## src/rtl/psi_pkg.sv

```systemverilog
// Shared widths, state encoding and write-request type for the PSI register-file write path.
// The helper below orders two arrival stamps so that wrap-around is handled.
package psi_pkg;

    localparam int ADDR_W = 4;
    localparam int DATA_W = 8;
    localparam int SEQ_W  = 4;

    typedef enum logic {
        ST_INIT = 1'b0,
        ST_RUN  = 1'b1
    } state_e;

    typedef struct packed {
        logic [ADDR_W-1:0] addr;
        logic [DATA_W-1:0] data;
    } wr_req_t;

    // Slots never sit more than a couple of cycles, so a small modular stamp
    // compared through its signed difference is enough to tell which is older.
    function automatic logic seq_older_eq(input logic [SEQ_W-1:0] a,
                                          input logic [SEQ_W-1:0] b);
        logic [SEQ_W-1:0] d;
        d = a - b;
        return (d == '0) || d[SEQ_W-1];
    endfunction

endpackage

```

## src/rtl/wb_slot.sv

```systemverilog
// One write-back holding slot: loads on accept, empties on grant, and a
// same-edge accept+grant replaces the drained entry (full throughput).
module wb_slot
#(
    parameter type req_t = psi_pkg::wr_req_t
)
(
    input  logic                    clk_i,
    input  logic                    rst_ni,
    input  logic                    accept_i,
    input  logic                    grant_i,
    input  req_t                    req_i,
    input  logic [psi_pkg::SEQ_W-1:0] seq_i,
    output logic                    vld_o,
    output req_t                    ent_o,
    output logic [psi_pkg::SEQ_W-1:0] seq_o
);

    logic                      vld_q;
    req_t                      ent_q;
    logic [psi_pkg::SEQ_W-1:0] seq_q;

    always_ff @(posedge clk_i) begin
        if (!rst_ni) begin
            vld_q <= 1'b0;
            ent_q <= '0;
            seq_q <= '0;
        end else if (accept_i) begin
            vld_q <= 1'b1;
            ent_q <= req_i;
            seq_q <= seq_i;
        end else if (grant_i) begin
            vld_q <= 1'b0;
        end
    end

    assign vld_o = vld_q;
    assign ent_o = ent_q;
    assign seq_o = seq_q;

endmodule

```

## src/rtl/regfile_write_sched.sv

```systemverilog
// Register-file write-port owner: clears every register after reset, then arbitrates ALU/load write-back.
// Accept to registered write is one edge minimum; READY depends only on slot state and grant.
module regfile_write_sched
#(
    parameter int ADDR_W    = psi_pkg::ADDR_W,
    parameter int DATA_W    = psi_pkg::DATA_W,
    parameter bit INIT_ZERO = 1'b1
)
(
    input  logic              CLK,
    input  logic              RST,
    input  logic              ALU_VALID,
    input  logic [ADDR_W-1:0] ALU_W,
    input  logic [DATA_W-1:0] ALU_DATA,
    output logic              ALU_READY,
    input  logic              MEM_VALID,
    input  logic [ADDR_W-1:0] MEM_W,
    input  logic [DATA_W-1:0] MEM_DATA,
    output logic              MEM_READY,
    input  logic [ADDR_W-1:0] A,
    input  logic [ADDR_W-1:0] B,
    output logic              HAZ_A,
    output logic              HAZ_B,
    output logic              Write,
    output logic [ADDR_W-1:0] W,
    output logic [DATA_W-1:0] DATA,
    output logic              INIT_DONE
);

    import psi_pkg::*;

    typedef struct packed {
        logic [ADDR_W-1:0] addr;
        logic [DATA_W-1:0] data;
    } wb_req_t;

    localparam logic [ADDR_W:0] CNT_LAST = (ADDR_W+1)'((2**ADDR_W) - 1);

    state_e            state_q;
    logic [ADDR_W:0]   cnt_q;
    logic              rr_q;
    logic [SEQ_W-1:0]  seq_q;
    logic              write_q;
    logic [ADDR_W-1:0] w_q;
    logic [DATA_W-1:0] data_q;
    logic              init_done_q;

    logic              alu_vld, mem_vld;
    wb_req_t           alu_ent, mem_ent, win_ent;
    logic [SEQ_W-1:0]  alu_seq, mem_seq;
    logic              run, contested, same_addr;
    logic              grant_alu, grant_mem, alu_acc, mem_acc;

    assign run       = (state_q == ST_RUN);
    assign contested = alu_vld && mem_vld;
    assign same_addr = (alu_ent.addr == mem_ent.addr);

    // Same-address conflicts go by age so the later write persists; equal
    // stamps favour ALU, which leaves the load value in the register.
    always_comb begin
        grant_alu = 1'b0;
        grant_mem = 1'b0;
        if (run) begin
            if (contested) begin
                grant_alu = same_addr ? seq_older_eq(alu_seq, mem_seq) : !rr_q;
                grant_mem = !grant_alu;
            end else begin
                grant_alu = alu_vld;
                grant_mem = mem_vld;
            end
        end
    end

    assign win_ent   = grant_alu ? alu_ent : mem_ent;
    assign ALU_READY = run && (!alu_vld || grant_alu);
    assign MEM_READY = run && (!mem_vld || grant_mem);
    assign alu_acc   = ALU_VALID && ALU_READY;
    assign mem_acc   = MEM_VALID && MEM_READY;

    wb_slot #(.req_t(wb_req_t)) u_alu_slot (
        .clk_i    (CLK),
        .rst_ni   (RST),
        .accept_i (alu_acc),
        .grant_i  (grant_alu),
        .req_i    ({ALU_W, ALU_DATA}),
        .seq_i    (seq_q),
        .vld_o    (alu_vld),
        .ent_o    (alu_ent),
        .seq_o    (alu_seq)
    );

    wb_slot #(.req_t(wb_req_t)) u_mem_slot (
        .clk_i    (CLK),
        .rst_ni   (RST),
        .accept_i (mem_acc),
        .grant_i  (grant_mem),
        .req_i    ({MEM_W, MEM_DATA}),
        .seq_i    (seq_q),
        .vld_o    (mem_vld),
        .ent_o    (mem_ent),
        .seq_o    (mem_seq)
    );

    always_ff @(posedge CLK) begin
        if (!RST) begin
            state_q     <= INIT_ZERO ? ST_INIT : ST_RUN;
            cnt_q       <= '0;
            rr_q        <= 1'b0;
            seq_q       <= '0;
            write_q     <= 1'b0;
            w_q         <= '0;
            data_q      <= '0;
            init_done_q <= 1'b0;
        end else begin
            seq_q <= seq_q + 1'b1;
            case (state_q)
                ST_INIT: begin
                    write_q <= 1'b1;
                    w_q     <= cnt_q[ADDR_W-1:0];
                    data_q  <= '0;
                    cnt_q   <= cnt_q + 1'b1;
                    if (cnt_q == CNT_LAST) begin
                        state_q <= ST_RUN;
                    end
                end
                ST_RUN: begin
                    init_done_q <= 1'b1;
                    write_q     <= grant_alu || grant_mem;
                    if (grant_alu || grant_mem) begin
                        w_q    <= win_ent.addr;
                        data_q <= win_ent.data;
                    end
                    // Pointer only moves on contested grants to distinct registers.
                    if (contested && !same_addr) begin
                        rr_q <= grant_alu;
                    end
                end
            endcase
        end
    end

    assign HAZ_A = !run || (alu_vld && alu_ent.addr == A) ||
                   (mem_vld && mem_ent.addr == A) || (write_q && w_q == A);
    assign HAZ_B = !run || (alu_vld && alu_ent.addr == B) ||
                   (mem_vld && mem_ent.addr == B) || (write_q && w_q == B);

    assign Write     = write_q;
    assign W         = w_q;
    assign DATA      = data_q;
    assign INIT_DONE = init_done_q;

endmodule

```

## config.mk

```make
export PLATFORM = sky130hd
export DESIGN_NAME = regfile_write_sched
export DESIGN_NICKNAME = d
export VERILOG_FILES = /design/src/rtl/psi_pkg.sv /design/src/rtl/wb_slot.sv /design/src/rtl/regfile_write_sched.sv
export SDC_FILE = /design/constraint.sdc
export NUM_CORES = 1
export LEC_CHECK = 0
export BUFFER_PORTS_ARGS = -buffer_cell sky130_fd_sc_hd__buf_2
export CAP_MARGIN = 20
export CORE_MARGIN = 2
export CORE_UTILIZATION = 45
export DETAILED_ROUTE_END_ITERATION = 12
export PLACE_DENSITY = 0.66
export SYNTH_ARGS = -nofsm -noshare
export SYNTH_HDL_FRONTEND = slang
export SYNTH_SLANG_ARGS = --single-unit
export TNS_END_PERCENT = 1
```

## constraint.sdc

```tcl
create_clock -name CLK -period 2.9 [get_ports CLK]
set_input_delay 0.29 -clock CLK [delete_from_list [all_inputs] [get_ports CLK]]
set_output_delay 0.29 -clock CLK [all_outputs]
set_load 0.005 [all_outputs]
```

==> metrics.log <==
[metrics] outcome: finished, final reports clean
[metrics] Worst Skew: 7.05 ps
[metrics] antenna violations before repair: 0
[metrics] total area of multi-input combinational cells: 0.00181 sq mm
[metrics] Detailed Place HPWL: 5440 um
[metrics] setup tns final: 0 ps
[metrics] post-route cell area: 0.00365 sq mm
[metrics] CP max FO: 17
[metrics] number of global-route vias before repair: 2609
[metrics] net count after synthesis: 414
[metrics] maxcap violations: 0
[metrics] CTS sink count: 59
[metrics] transition at the pin with the smallest max-transition slack: 902 ps
[metrics] Mapped Avg Cell Area: 8.71 sq um
[metrics] number of hold violations in the final report: 0
[metrics] CTS tree: built
[metrics] ranking of synthesized cells by area: sky130_fd_sc_hd__dfxtp_1 37%, sky130_fd_sc_hd__o211ai_1 12%, sky130_fd_sc_hd__nand2_1 6.6%, sky130_fd_sc_hd__xor2_1 6.0%, sky130_fd_sc_hd__mux2i_1 5.3%
[metrics] arrival time at the worst endpoint: 2410 ps
[metrics] drt first pass iters: 4
[metrics] Data required, critical path: 2610 ps
[metrics] number of design rule violations left after detail routing: 0
[metrics] worst hold-check path type: input port to flip-flop
[metrics] sequential fraction of the synthesis area: 36.5%
[metrics] count of standard-cell rows: 30
[metrics] kind of start point of the critical path: flip-flop
[metrics] power per standard cell area: 427 mW/mm^2
[metrics] # port buffers: 53
[metrics] placed standard-cell area: 0.00349 sq mm
[metrics] insertion delay to the later sink of the worst-skew pair: 340 ps
[metrics] pin count of the biggest net entering global routing: 25
[metrics] CORE AREA: 0.00687 sq mm
[metrics] switching power: 0.000394 W
[metrics] cell area after synthesis: 0.00323 sq mm
[metrics] Tot GR Track Use: 20.8%
[metrics] number of H-tree levels: 3
[metrics] time the worst path needs with I/O delays and setup: 2700 ps
[metrics] number of synthesized flops with an enable pin: 0
[metrics] clock share of power: 40.6%
[metrics] f_max: 0.371 GHz
[metrics] part of the total power dissipated in sequential elements: 53.4%
[metrics] Slew Limit Fails: 0
[metrics] combinational group share of total power: 6.1%
[metrics] Final GP Congestion: 0.834
[metrics] cell type with the highest occurrence count on the critical path: sky130_fd_sc_hd__inv_1
[metrics] total wirelength of the detailed-routed design: 7660 um
[metrics] leakage component of the power: 1.36 nW
[metrics] Die Footprint: 0.00788 sq mm
[metrics] longest individual stage delay on the worst path: 370 ps
[metrics] clock transition at the registers of the reported paths: 70 ps
[metrics] most common cell after layout, fill and taps aside: sky130_fd_sc_hd__dfxtp_1
[metrics] critical path's slowest cell: sky130_fd_sc_hd__fa_1
[metrics] series of cell instances along the critical path: inv_1 -> ha_1 -> inv_1 -> fa_1 -> xor2_1 -> nor2_1 -> a211o_1 -> buf_4 -> o211a_1 -> buf_2
[metrics] type of the worst setup path: flip-flop to primary output
[metrics] routed vias/inst: 5.40
[metrics] slew margin rel.: 39.4%
[metrics] Cell variety after synth: 43
[metrics] vias after detailed routing: 2757
[metrics] Congestion Overflow GR: 0
[metrics] worst-case setup slack after placement: 102 ps
[metrics] unrepaired setup endpoints after global routing: no
[metrics] share of the core filled with cells in the final layout: 53.2%
[metrics] layout overhead on the synthesized area: 13.0%
[metrics] first-pass GRT wire length: 12600 um
[metrics] root buffer selected by CTS: sky130_fd_sc_hd__clkbuf_8
[metrics] share of the clock period used by the worst path: 93.0%
[metrics] y dimension of the die: 88.8 um
[metrics] library cell with the largest summed area after synthesis: sky130_fd_sc_hd__dfxtp_1
[metrics] count of nets after finishing: 453
[metrics] Yosys Warn Count: 0
[metrics] switching portion of total power: 25.2%
[metrics] number of design-rule violations left by the first detailed-router iteration: 131
[metrics] register area: 0.00118 sq mm
[metrics] antenna diode count: 0
[metrics] effective utilization at floorplan: 47.1%
[metrics] Max rail drop VDD: 0.000298 V
[metrics] cells after synthesis: 371
[metrics] async set or reset register ratio after synthesis: 0%
[metrics] horizontal die dimension: 88.8 um
[metrics] average wire length per cell after detail routing: 15.0 um
[metrics] highest-count cells in the layout ignoring fill and taps: 59 x sky130_fd_sc_hd__dfxtp_1, 57 x sky130_fd_sc_hd__nand2_1, 53 x sky130_fd_sc_hd__buf_2
[metrics] nature of the critical path endpoint: primary output
[metrics] register bit count reported by yosys: 59
[metrics] Int Pwr: 0.00117 W
[metrics] Setup-failing EPs final: 0
[metrics] antenna violation net count after detailed routing: 0
[metrics] fill count: 688
[metrics] number of buffers on the longest clock path: 2
[metrics] area share of the largest cell type after synthesis: 36.5%
[metrics] total clock buffers created by CTS: 9
[metrics] share of post-route cells with drive strength above 1: 21.4%
[metrics] most used flip-flop cell after synthesis: sky130_fd_sc_hd__dfxtp_1
[metrics] number of placed I/O pins: 54
[metrics] min setup slack post-route: 202 ps
-- worst max-delay path, delay by kind of cell, from the launching register on --
family                     cells  cell delay, ps
xor gates and xnor gates       1             190
and+or+nand+nor                1              80
adders and majority gates      2             520
DFF                            1             310
AOI/OAI and AO/OA              2             530
buffers and inverters          4             440
-- routing by layer --
| metal | share of wire [%] | vias to the layer above | global-route usage, % |
|---|---|---|---|
| met5 | 0 | - | 0 |
| met4 | 1.4 | 0 | 8.26 |
| met3 | 4.0 | 10 | 3.08 |
| met2 | 49 | 75 | 33.6 |
| met1 | 46 | 1290 | 28.1 |
| li1 | - | 1382 | - |
-- cell type report --
cell class / count / share of cell area (%)
clock buffers: 10 / 3.49
well taps: 96 / 3.29
repair buffers: 63 / 9.32
inverters: 11 / 1.13
clock inverters: 6 / 0.891
flip-flops and latches: 59 / 32.3
multi-input cells: 266 / 49.5
-- cells by family (layout without fill, tap and decap cells) --
family	Yosys count	in the layout	share of synthesized area [%]
AOI/OAI and AO/OA	94	94	20.4
xor gates and xnor gates	35	35	11.5
adders and majority gates	7	7	2.94
buffers and inverters	46	90	7.55
DFF	59	59	36.5
muxes	17	17	5.26
and+or+nand+nor	113	113	15.8
-- final timing paths --
check,from,to,slack [ps],depth (start not counted)
max reg2reg,u_alu_slot.seq_o[0]$_SDFFE_PN0P_,u_alu_slot.seq_o[3]$_SDFFE_PN0P_,500,9
min reg2reg,u_alu_slot.seq_o[0]$_SDFFE_PN0P_,u_alu_slot.seq_o[0]$_SDFFE_PN0P_,460,2
max,u_alu_slot.seq_o[0]$_SDFFE_PN0P_,ALU_READY,200,10
min,ALU_DATA[6],u_alu_slot.ent_o[6]$_SDFFE_PN0P_,190,3
-- timing repair --
action / CTS / global route
setup endpoints to repair: 0 / 15
resized for setup: 0 / 1
setup buffers: 0 / 0
hold buffers: 0 / 0
hold endpoints to repair: 0 / 0
-- power by group through the flow --
stage          logic [W]  clock network (W)  registers, W
3_3_place_gp   0.0000929                  0      0.000851
3_5_place_dp   0.0000953                  0      0.000852
4_1_cts        0.0000958           0.000639      0.000833
5_1_grt         0.000107           0.000685      0.000835
6_report       0.0000946           0.000633      0.000833
2_1_floorplan  0.0000509                  0      0.000848
-- metrics by stage --
stage                     hold WS (ps)  power [W]  std cells
after floorplan                    432   0.000899        371
after global placement             442   0.000944        495
after detailed placement           449   0.000947        495
after CTS                          183    0.00157        511
after global routing               197    0.00163        511
final                              191    0.00156        511
-- synth_stat cells, types with 4 or more instances --
cell type,n
sky130_fd_sc_hd__o221ai_1,4
sky130_fd_sc_hd__buf_2,5
sky130_fd_sc_hd__clkbuf_1,21
sky130_fd_sc_hd__dfxtp_1,59
sky130_fd_sc_hd__nor3_1,8
sky130_fd_sc_hd__xor2_1,22
sky130_fd_sc_hd__inv_1,11
sky130_fd_sc_hd__a21oi_1,25
sky130_fd_sc_hd__xnor2_1,9
sky130_fd_sc_hd__nor2b_1,8
sky130_fd_sc_hd__buf_6,5
sky130_fd_sc_hd__nand3_1,9
sky130_fd_sc_hd__o211ai_1,52
sky130_fd_sc_hd__mux2i_1,17
sky130_fd_sc_hd__ha_1,6
sky130_fd_sc_hd__nor2_1,18
sky130_fd_sc_hd__nand2_1,57
-- flip-flops by register name, summed over array words and instances, names as in the netlist --
| signal | cells |
|---|---|
| DATA | 8 |
| u_mem_slot.ent_o | 12 |
| rr_q | 1 |
| u_alu_slot.seq_o | 4 |
| u_mem_slot.vld_o | 1 |
| u_alu_slot.vld_o | 1 |
| run | 1 |
| cnt_q | 5 |
| Write | 1 |
| u_mem_slot.seq_o | 4 |
| u_alu_slot.ent_o | 12 |
| INIT_DONE | 1 |
| seq_q | 4 |
| W | 4 |
(Power assumes the default switching activity.)
